--- src/rtl/trace_capture_pkg.sv ---
// -----------------------------------------------------------------------------
// trace_capture_pkg
// Shared definitions for the trace capture block: trace word width, frame
// geometry, position of the overflow marker inside a FIFO entry, the
// serializer state type and the byte-lane selector used to build frames.
// -----------------------------------------------------------------------------
package trace_capture_pkg;

   localparam int TRACE_W     = 36;
   localparam int FRAME_BYTES = 5;
   localparam int OVF_BIT     = 36;
   // FIFO entry is {ovf, trace_data}
   localparam int ENTRY_W     = TRACE_W + 1;
   localparam int IDX_W       = 3;

   typedef enum logic [0:0] {
      IDLE = 1'b0,
      SEND = 1'b1
   } ser_state_e;

   // Returns byte 'idx' of the frame for one FIFO entry.
   // byte0 carries the overflow marker and the top nibble of the trace word,
   // bytes 1..4 carry the remaining 32 bits most-significant first.
   function automatic logic [7:0] frame_byte(input logic [ENTRY_W-1:0] entry,
                                             input logic [IDX_W-1:0]   idx);
      logic [7:0] b;
      case (idx)
         3'd0:    b = {entry[OVF_BIT], 3'b000, entry[35:32]};
         3'd1:    b = entry[31:24];
         3'd2:    b = entry[23:16];
         3'd3:    b = entry[15:8];
         3'd4:    b = entry[7:0];
         default: b = 8'h00;
      endcase
      return b;
   endfunction

endpackage

--- src/rtl/trace_capture_fifo.sv ---
// -----------------------------------------------------------------------------
// trace_fifo
// Generic synchronous first-word-fall-through FIFO.
//   clk_i    : clock, rising edge
//   reset_i  : synchronous active-high reset (empties the FIFO)
//   push_i   : write din_i (ignored when full)
//   pop_i    : discard the head entry (ignored when empty)
//   din_i    : write data
//   dout_o   : head entry, valid whenever empty_o is low
//   level_o  : occupancy 0..DEPTH
//   full_o   : level_o == DEPTH
//   empty_o  : level_o == 0
// Pointers wrap modulo DEPTH; the separate count tells full from empty.
// -----------------------------------------------------------------------------
module trace_fifo #(
   parameter int WIDTH = 37,
   parameter int DEPTH = 16
) (
   input  logic                   clk_i,
   input  logic                   reset_i,
   input  logic                   push_i,
   input  logic                   pop_i,
   input  logic [WIDTH-1:0]       din_i,
   output logic [WIDTH-1:0]       dout_o,
   output logic [$clog2(DEPTH):0] level_o,
   output logic                   full_o,
   output logic                   empty_o
);

   localparam int             PTR_W     = $clog2(DEPTH);
   localparam logic [PTR_W:0] DEPTH_LVL = (PTR_W + 1)'(DEPTH);
   localparam logic [PTR_W:0] ZERO_LVL  = (PTR_W + 1)'(0);
   localparam logic [PTR_W:0] ONE_LVL   = (PTR_W + 1)'(1);
   localparam logic [PTR_W-1:0] PTR_ONE = PTR_W'(1);
   localparam logic [PTR_W-1:0] PTR_ZERO = PTR_W'(0);

   logic [WIDTH-1:0] mem_q [DEPTH];
   logic [PTR_W-1:0] wr_ptr_q, wr_ptr_d;
   logic [PTR_W-1:0] rd_ptr_q, rd_ptr_d;
   logic [PTR_W:0]   count_q, count_d;
   logic             push_ok;
   logic             pop_ok;

   // Qualify requests against the current occupancy and derive next state
   always_comb begin
      push_ok  = push_i && (count_q != DEPTH_LVL);
      pop_ok   = pop_i && (count_q != ZERO_LVL);
      wr_ptr_d = wr_ptr_q;
      rd_ptr_d = rd_ptr_q;
      count_d  = count_q;
      if (push_ok) begin
         wr_ptr_d = wr_ptr_q + PTR_ONE;
      end else begin
         wr_ptr_d = wr_ptr_q;
      end
      if (pop_ok) begin
         rd_ptr_d = rd_ptr_q + PTR_ONE;
      end else begin
         rd_ptr_d = rd_ptr_q;
      end
      case ({push_ok, pop_ok})
         2'b10:   count_d = count_q + ONE_LVL;
         2'b01:   count_d = count_q - ONE_LVL;
         default: count_d = count_q;
      endcase
   end

   // Pointer and occupancy registers
   always_ff @(posedge clk_i) begin
      if (reset_i) begin
         wr_ptr_q <= PTR_ZERO;
         rd_ptr_q <= PTR_ZERO;
         count_q  <= ZERO_LVL;
      end else begin
         wr_ptr_q <= wr_ptr_d;
         rd_ptr_q <= rd_ptr_d;
         count_q  <= count_d;
      end
   end

   // Storage array; no reset needed because the count gates every read
   always_ff @(posedge clk_i) begin
      if (push_ok) begin
         mem_q[wr_ptr_q] <= din_i;
      end
   end

   assign dout_o  = mem_q[rd_ptr_q];
   assign level_o = count_q;
   assign full_o  = (count_q == DEPTH_LVL);
   assign empty_o = (count_q == ZERO_LVL);

endmodule

--- src/rtl/trace_capture.sv ---
// -----------------------------------------------------------------------------
// trace_capture
// Consumes the core's instruction trace port, buffers words in a FIFO and
// streams each as a 5-byte frame on a valid/ready byte interface.
//   clk_i            : clock, rising edge
//   reset_i          : synchronous active-high reset
//   trace_valid_i    : trace word present (no backpressure to the core)
//   trace_data_i     : 36-bit trace word
//   trap_i           : core trapped (level); stops capture from next cycle
//   out_valid_o      : byte available
//   out_ready_i      : sink accepts the byte
//   out_data_o       : stream byte
//   dropped_count_o  : words lost to a full FIFO, saturating
//   fifo_level_o     : current FIFO occupancy
//   done_o           : capture stopped and everything sent (sticky)
// -----------------------------------------------------------------------------
module trace_capture
   import trace_capture_pkg::*;
#(
   parameter int DEPTH = 16
) (
   input  logic                   clk_i,
   input  logic                   reset_i,
   input  logic                   trace_valid_i,
   input  logic [TRACE_W-1:0]     trace_data_i,
   input  logic                   trap_i,
   output logic                   out_valid_o,
   input  logic                   out_ready_i,
   output logic [7:0]             out_data_o,
   output logic [15:0]            dropped_count_o,
   output logic [$clog2(DEPTH):0] fifo_level_o,
   output logic                   done_o
);

   localparam logic [IDX_W-1:0] LAST_IDX = IDX_W'(FRAME_BYTES - 1);

   // FIFO side
   logic               fifo_full;
   logic               fifo_empty;
   logic               fifo_pop;
   logic [ENTRY_W-1:0] fifo_din;
   logic [ENTRY_W-1:0] fifo_dout;
   logic               push_en;
   logic               drop_en;

   // Serializer
   ser_state_e         state_q, state_d;
   logic [IDX_W-1:0]   idx_q, idx_d;
   logic [ENTRY_W-1:0] frame_q, frame_d;
   logic               out_valid_q, out_valid_d;
   logic [7:0]         out_data_q, out_data_d;

   // Capture control
   logic [15:0]        dropped_q, dropped_d;
   logic               pending_ovf_q, pending_ovf_d;
   logic               stopped_q, stopped_d;
   logic               done_q, done_d;

   trace_fifo #(
      .WIDTH (ENTRY_W),
      .DEPTH (DEPTH)
   ) u_fifo (
      .clk_i   (clk_i),
      .reset_i (reset_i),
      .push_i  (push_en),
      .pop_i   (fifo_pop),
      .din_i   (fifo_din),
      .dout_o  (fifo_dout),
      .level_o (fifo_level_o),
      .full_o  (fifo_full),
      .empty_o (fifo_empty)
   );

   // Accept/drop decision; full is the pre-pop occupancy so a pop in the
   // same cycle never frees a slot for the incoming word
   always_comb begin
      push_en  = trace_valid_i && !fifo_full && !stopped_q;
      drop_en  = trace_valid_i && fifo_full && !stopped_q;
      fifo_din = {pending_ovf_q, trace_data_i};
   end

   // Drop counter, overflow marker, stop latch and sticky done: next state
   always_comb begin
      dropped_d     = dropped_q;
      pending_ovf_d = pending_ovf_q;
      stopped_d     = stopped_q;
      done_d        = done_q;
      if (drop_en && (dropped_q != 16'hFFFF)) begin
         dropped_d = dropped_q + 16'd1;
      end else begin
         dropped_d = dropped_q;
      end
      // The marker rides on the next accepted word, then clears
      if (push_en) begin
         pending_ovf_d = 1'b0;
      end else if (drop_en) begin
         pending_ovf_d = 1'b1;
      end else begin
         pending_ovf_d = pending_ovf_q;
      end
      if (trap_i) begin
         stopped_d = 1'b1;
      end else begin
         stopped_d = stopped_q;
      end
      done_d = done_q || (stopped_q && fifo_empty && (state_q == IDLE));
   end

   // Capture control registers
   always_ff @(posedge clk_i) begin
      if (reset_i) begin
         dropped_q     <= 16'h0000;
         pending_ovf_q <= 1'b0;
         stopped_q     <= 1'b0;
         done_q        <= 1'b0;
      end else begin
         dropped_q     <= dropped_d;
         pending_ovf_q <= pending_ovf_d;
         stopped_q     <= stopped_d;
         done_q        <= done_d;
      end
   end

   // Serializer FSM: loads the FIFO head into the frame register and walks
   // the five byte lanes; out_data/out_valid are registered and only change
   // on a handshake or when a frame is loaded from IDLE
   always_comb begin
      state_d     = state_q;
      idx_d       = idx_q;
      frame_d     = frame_q;
      out_valid_d = out_valid_q;
      out_data_d  = out_data_q;
      fifo_pop    = 1'b0;
      case (state_q)
         IDLE: begin
            if (!fifo_empty) begin
               fifo_pop    = 1'b1;
               state_d     = SEND;
               idx_d       = 3'd0;
               frame_d     = fifo_dout;
               out_valid_d = 1'b1;
               out_data_d  = frame_byte(fifo_dout, 3'd0);
            end else begin
               out_valid_d = 1'b0;
            end
         end
         SEND: begin
            if (out_valid_q && out_ready_i) begin
               if (idx_q == LAST_IDX) begin
                  // Chain straight into the next frame when data is waiting
                  if (!fifo_empty) begin
                     fifo_pop    = 1'b1;
                     idx_d       = 3'd0;
                     frame_d     = fifo_dout;
                     out_valid_d = 1'b1;
                     out_data_d  = frame_byte(fifo_dout, 3'd0);
                  end else begin
                     state_d     = IDLE;
                     out_valid_d = 1'b0;
                     out_data_d  = 8'h00;
                  end
               end else begin
                  idx_d      = idx_q + 3'd1;
                  out_data_d = frame_byte(frame_q, idx_q + 3'd1);
               end
            end else begin
               state_d = state_q;
            end
         end
         default: begin
            state_d     = IDLE;
            idx_d       = 3'd0;
            out_valid_d = 1'b0;
            out_data_d  = 8'h00;
         end
      endcase
   end

   // Serializer registers; reset abandons any frame in flight
   always_ff @(posedge clk_i) begin
      if (reset_i) begin
         state_q     <= IDLE;
         idx_q       <= 3'd0;
         frame_q     <= {ENTRY_W{1'b0}};
         out_valid_q <= 1'b0;
         out_data_q  <= 8'h00;
      end else begin
         state_q     <= state_d;
         idx_q       <= idx_d;
         frame_q     <= frame_d;
         out_valid_q <= out_valid_d;
         out_data_q  <= out_data_d;
      end
   end

   assign out_valid_o     = out_valid_q;
   assign out_data_o      = out_data_q;
   assign dropped_count_o = dropped_q;
   assign done_o          = done_q;

endmodule

--- config.mk ---
export PLATFORM = sky130hd
export DESIGN_NAME = trace_capture
export DESIGN_NICKNAME = d
export VERILOG_FILES = /design/src/rtl/trace_capture_pkg.sv /design/src/rtl/trace_capture_fifo.sv /design/src/rtl/trace_capture.sv
export SDC_FILE = /design/constraint.sdc
export NUM_CORES = 1
export LEC_CHECK = 0
export ABC_AREA = 1
export CAP_MARGIN = 20
export CORE_MARGIN = 3
export CORE_UTILIZATION = 40
export DETAILED_ROUTE_END_ITERATION = 12
export GPL_TIMING_DRIVEN = 0
export PLACE_DENSITY = 0.65
export SLEW_MARGIN = 10
export SYNTH_ARGS = -nofsm -noshare
export SYNTH_HDL_FRONTEND = slang
export SYNTH_SLANG_ARGS = --single-unit
--- constraint.sdc ---
create_clock -name clk_i -period 4.9 [get_ports clk_i]
set_clock_uncertainty 0.1 [all_clocks]
set_input_delay 0.49 -clock clk_i [delete_from_list [all_inputs] [get_ports clk_i]]
set_output_delay 0.49 -clock clk_i [all_outputs]
set_load 0.005 [all_outputs]
==> run metrics, run 1 <==
setup total negative slack 0 ns; launching point of the worst reg2reg path idx_q[0]; critical path startpoint category flop; fin nets between 2,000 and 2,500; final worst path period share 0.6017; cell type with the highest aggregate area in the netlist edfxtp_1; slowest CP cell dfxtp_1; final hold slack roughly 0.32 ns; sw frac 0.3436; # resized after CTS 0; top-count cell post-synth edfxtp_1; Post-Route WL around 83 mm; sequential share of the synthesized area 0.7153; total power 17.04 mW; Synth Cell Area 27,260 sq um; Avg WL per Cell about 25 um; RD Place Congestion roughly 0.86; Comb pwr share 0.285; H-Tree Depth 3; Tot GR Track Use 0.2331; number of synthesized flops with an enable pin 592; Post-Syn Instances between 2,000 and 2,500; die width ~270 um; share of cells above drive strength 1 0.1061; synth top area cells edfxtp_1 65%, nor2_1 6.5%, dfxtp_1 6.3%; Tightest Pin Transition roughly 1.1 ns; status finished, final reports clean; max cap viols 0; die height 267.1 um; ys flop type edfxtp_1; vias in the first global route approximately 19,000; PortBufs 70; P per Cell Area 530.3 nW/um^2; Clock Latency Late Sink just over 0.6 ns; fin. max-slew vios 0; Worst path max stage delay roughly 0.35 ns; synth unique cells 42; Critical Path AT between 3 and 4 ns; sequential share of power 0.396; leakage between 10 and 15 nW; Commonest cells post-synth 592 x edfxtp_1, 470 x nor2_1, 273 x o21ai_0; worst hold stages 2; antenna violations before repair 3; grt ovf 0; total number of vias roughly 19,000; clock root buffer clkbuf_16; # rows 95; Longest Clk Path Bufs 3; CORE AREA between 60,000 and 70,000 sq um; unrepaired setup endpoints after global routing false; DRT antenna net count 0; starting density of the core 0.4045; Worst slew margin 0.2552; syn nets about 2,300; min Tclk post-route 2.948 ns; syn avg cell area 12.20 sq um; Clock transition at path regs ~0.06 ns; Int Pwr about 11 mW; Worst Hold Class primary input to flop; dpl ws roughly 1.5 ns; crit-path max FO 10; setup ws final 1.952 ns; Final HPWL DP around 55 mm; CTS buffer count 72; Post-CTS Setup Bufs 0; number of remaining DRC errors 0; CP Class flop to flop; Register-to-Register Path Depth 19; Yosys warnings 0; post-route core utilization 0.4767; First-pass DRT Iterations 7; Initial DRC Count about 2,400; CTS Hold Buffers Added 0; ys async rst share 0; Die Area ~71,000 sq um; start point of the critical path idx_q[0]; I/O pins 72; Psw between 5 and 6 mW; DR vias/cell ~5.7; TritonCTS clock tree yes; Area Overhead vs Synth 17.86%; Peak Freq approximately 340 MHz; Clk network pwr share 0.319; Setup-failing EPs final 0; critical path cell sequence inv_1, ha_1, nand2_1, nand2_1, nand2_1, nor2_2, buf_6, buf_2, ha_1, xor2_1, ha_1, inv_1, nand2_1, nand2_1, nand2_1, nand2_1, nand2_1, nand2_1, a21oi_1; top cell type's share of synthesized area 0.6521; Synth Register Bits a little under 700; most used cell, CP nand2_1; Final Hold Vio Count 0; Peak VDD IR ~0.00029 V; largest net degree at the start of global routing 22; Critical Path RT between 5 and 6 ns; CP endpoint kind flop; worst hold start reset_i; first-pass GRT wire length 121.5 mm; CTS sink cnt ~680
layout by cell type (no fill, tap or decap), drive strengths merged:
| cell type | count |
|---|---|
| nand3 | 124 |
| o211ai | 156 |
| a2111oi | 1 |
| xor2 | 8 |
| clkinvlp | 1 |
| a31oi | 5 |
| a21boi | 1 |
| nand4 | 8 |
| ha | 14 |
| nor4 | 2 |
| buf | 125 |
| nor3 | 9 |
| clkinv | 28 |
| edfxtp | 592 |
| nor3b | 1 |
| o21ai | 321 |
| bufinv | 5 |
| nand2 | 129 |
| xnor2 | 5 |
| o21bai | 2 |
| o221ai | 25 |
| clkdlybuf4s50 | 70 |
| clkbuf | 132 |
| dfxtp | 86 |
| and3 | 4 |
| a21oi | 30 |
| nor2 | 473 |
| o21a | 1 |
| a31o | 1 |
| nand3b | 1 |
| diode | 1 |
| inv | 100 |
critical path: cells and delay by family (launching register included):
family          cells  cell delay [ns]
flops               1             0.35
buf+inv             4             0.65
xor+xnor            1             0.21
simple gates       10             0.77
fa+ha+maj           3             0.68
compound gates      1             0.11
path summary, 6_finish.rpt:
path / end / slack (ns)
max reg2reg: u_fifo.level_o[4] / 1.95
max: u_fifo.level_o[4] / 1.95
min: state_q / 0.32
min reg2reg: out_data_o[5] / 0.38
flip-flops by register name, indices dropped and copies added (netlist names), 3 cells and up, named ones only:
register / count
u_fifo.level_o: 5
u_fifo.rd_ptr_q: 4
dropped_count_o: 16
out_data_o: 8
idx_q: 3
frame_q: 37
u_fifo.mem_q: 592
u_fifo.wr_ptr_q: 4
layout make-up:
| type | count | area, sq um |
|---|---|---|
| sequential | 678 | 19500 |
| fill | 5843 | 35270 |
| antenna | 1 | 2.502 |
| clock inverter | 39 | 352.8 |
| clock buffer | 91 | 1997 |
| multi-input combinational | 1321 | 6703 |
| tap | 873 | 1092 |
| timing repair buffer | 96 | 1304 |
| inverter | 95 | 366.6 |
| buffer | 140 | 813.3 |
power groups by stage:
stage	Clock [mW]	Combinational [mW]	Sequential, mW
2_1_floorplan	0	2.86	6.80
3_3_place_gp	0	4.61	6.86
3_5_place_dp	0	4.75	6.86
4_1_cts	5.49	4.78	6.74
5_1_grt	5.73	5.23	6.76
6_report	5.43	4.86	6.74
per-layer routing:
layer / track usage / vias up / part of all wire
li1: - / 8460 / -
met1: 0.3060 / 9352 / 0.39
met2: 0.3745 / 1070 / 0.46
met3: 0.05338 / 206 / 0.10
met4: 0.09855 / 4 / 0.042
met5: 0 / - / 0.00031
kinds of logic (layout without fill, tap and decap cells):
kind of cell | after synthesis | in the layout | synth area share
and+or+nand+nor | 751 | 751 | 0.1123
DFF | 678 | 678 | 0.7153
AOI/OAI and AO/OA | 543 | 543 | 0.1186
buffers and inverters | 235 | 461 | 0.04328
adders and majority gates | 14 | 14 | 0.006426
xor gates and xnor gates | 13 | 13 | 0.004177
other | 0 | 1 | 0
stage by stage:
stage	cells	area, sq um
2_1_floorplan	2234	27260
3_3_place_gp	3177	29050
3_5_place_dp	3203	29780
4_1_cts	3333	32130
5_1_grt	3333	32130
6_report	3334	32130
Note: power is estimated with default switching activity, not from simulation.
==> run 2: changes to the inputs <==
==> constraint.sdc (replaced) <==
create_clock -name clk_i -period 3.1 [get_ports clk_i]
set_clock_uncertainty 0.1 [all_clocks]
set_input_delay 0.31 -clock clk_i [delete_from_list [all_inputs] [get_ports clk_i]]
set_output_delay 0.31 -clock clk_i [all_outputs]
set_load 0.005 [all_outputs]
==> run metrics, run 2 (synthesized netlist as in run 1, its figures left out) <==
Post-CTS Setup Bufs 0 (unchanged); commonest cells after routing, fill and taps aside 592 x edfxtp_1, 454 x nor2_1, 273 x o21ai_0 (unchanged); Hold Path End state_q (unchanged); number of remaining DRC errors 0 (unchanged); total number of vias 19,130 (was 19,090); H-Tree Depth 3 (unchanged); CP endpoint kind flop (unchanged); setup total negative slack 0 ns (unchanged); TritonCTS clock tree yes (unchanged); post-route core utilization 0.4768 (was 0.4767); total power 26.92 mW (was 17.04 mW); CTS buffer count 72 (unchanged); slowest CP cell nor2_4 (was dfxtp_1); grt ovf 0 (unchanged); most used cell, CP nand2_1 (unchanged); vias in the first global route 18,840 (unchanged); Worst path max stage delay 0.76 ns (was 0.35 ns); PortBufs 70 (unchanged); max cap viols 0 (unchanged); Clock Latency Late Sink 0.62 ns (about the same); Worst slew margin 0.2656 (was 0.2552); RD Place Congestion 0.8624 (unchanged); crit-path leading delay family simple AND/OR/NAND/NOR gates (unchanged); critical path startpoint category flop (unchanged); launching point of the worst reg2reg path u_fifo.level_o[2] (was idx_q[0]); Tot GR Track Use 0.2331 (unchanged); Peak Freq 352.8 MHz (was 339.2 MHz); CTS sink cnt 678 (unchanged); Inst Count DP 3,203 (unchanged); crit-path max FO 21 (was 10); leakage 10.87 nW (about the same); critical path cell sequence nor2_1, nand3_1, nand2_1, inv_1, nand2_1, nor2_4, buf_12 (was inv_1, ha_1, nand2_1, nand2_1, nand2_1, nor2_2, buf_6, buf_2, ha_1, xor2_1, ha_1, inv_1, nand2_1, nand2_1, nand2_1, nand2_1, nand2_1, nand2_1, a21oi_1); Final Hold Vio Count 0 (unchanged); Area Overhead vs Synth 17.87% (was 17.86%); die height 267.1 um (unchanged); Final HPWL DP 55.17 mm (unchanged); worst hold stages 2 (unchanged); Die Area 71,320 sq um (unchanged); largest net degree at the start of global routing 22 (unchanged); Peak VDD IR 0.0004660 V (was 0.0002933 V); Longest Clk Path Bufs 3 (unchanged); share of cells above drive strength 1 0.1061 (about the same); Clock transition at path regs 0.06 ns (about the same); worst path bufs/invs 2 (was 4); clock root buffer clkbuf_16 (unchanged); die width 267.1 um (unchanged); First-pass DRT Iterations 5 (was 7); largest register by flop count u_fifo.mem_q (unchanged); leading cell type in the layout, fill and taps excluded edfxtp_1 (unchanged); Initial DRC Count 2,481 (was 2,378); DR vias/cell 5.735 (was 5.726); Non-Filler Instances 3,335 (was 3,334); R2R Setup Slk 0.27 ns (was 1.95 ns); fin. max-slew vios 0 (unchanged); first-pass GRT wire length 121.5 mm (unchanged); worst hold start reset_i (unchanged); I/O pins 72 (unchanged); Post-Route WL 83.27 mm (was 83.28 mm); unrepaired setup endpoints after global routing false (unchanged); placed inst area 29,780 sq um (unchanged); P per Cell Area 837.7 nW/um^2 (was 530.3 nW/um^2); Setup-failing EPs final 0 (unchanged); # rows 95 (unchanged); DRT antenna net count 0 (unchanged); CP Class flop to flop (unchanged); WP depth 7 (was 19); status finished, final reports clean (unchanged); max reg flops 592 (unchanged); fin area 32,130 sq um (about the same); antenna violations before repair 3 (unchanged); CORE AREA 67,400 sq um (unchanged); CTS Hold Buffers Added 0 (unchanged); R2R Path End u_fifo.mem_q[8][23] (was u_fifo.level_o[4]); Critical Path RT 3.30 ns (was 5.33 ns); final worst path period share 0.9144 (was 0.6017); Register-to-Register Path Depth 7 (was 19); Critical Path AT 3.04 ns (was 3.37 ns); fin nets 2,458 (was 2,459); Fillers 5,842 (was 5,843); starting density of the core 0.4045 (unchanged); Avg WL per Cell 24.97 um (was 24.98 um); Worst Hold Class primary input to flop (unchanged); Tightest Pin Transition 1.102 ns (was 1.117 ns); min Tclk post-route 2.835 ns (was 2.948 ns)
[run 2: cell types whose count changed in the layout (fill, tap and decap cells not counted), sizes merged]
cell | before | now
buf | 125 | 124
diode | 1 | 3
[run 2: how the worst max path moves through the flow]
stage	slack, ns	endpoint	from
finish	0.27	u_fifo.mem_q[8][23]	u_fifo.level_o[2]
global route	0.08	u_fifo.level_o[4]	idx_q[1]
CTS	0.15	u_fifo.level_o[4]	idx_q[0]
detailed placement	-0.14	u_fifo.mem_q[0][20]	trace_valid_i
global placement	-2.92	u_fifo.mem_q[3][26]	trace_valid_i
floorplan	-0.008	u_fifo.mem_q[11][0]	u_fifo.level_o[0]
[run 2: timing repair]
action / in CTS / in global routing
resized for setup: 0 / 1
endpoints found under the setup margin: 0 / 2
hold endpoints to repair: 0 / 0
[run 2: report_power, final]
| group | switching [mW] | total (mW) | leakage (nW) | internal, mW |
|---|---|---|---|---|
| Combinational | 5.39 | 7.68 | 3.66 | 2.29 |
| Clock | 3.58 | 8.58 | 1.16 | 5.01 |
| Sequential | 0.277 | 10.7 | 6.04 | 10.4 |
| Total | 9.24 | 26.9 | 10.9 | 17.7 |
[run 2: per-stage QoR]
stage               worst slack, ns  hold WS, ns
floorplan                 -0.008311       0.3089
global placement             -2.916       0.3612
detailed placement          -0.1397       0.3674
CTS                          0.1486       0.1319
global route                0.08283       0.1873
finish                       0.2653       0.1498
[run 2: cell type report]
class	instances	area, sq um	area share
multi-input combinational	1321	6705	0.2087
timing repair buffer	96	1304	0.04057
clock buffer	91	1997	0.06215
buffer	139	808.3	0.02515
sequential	678	19500	0.6068
clock inverter	39	352.8	0.01098
inverter	95	366.6	0.01141
antenna	3	7.507	0.0002336
tap	873	1092	0.03399
[run 2: routing by layer]
layer | share of wire | track usage
met5 | 0.00016 | 0
met4 | 0.041 | 0.09855
met3 | 0.10 | 0.05338
met2 | 0.46 | 0.3745
met1 | 0.39 | 0.3060
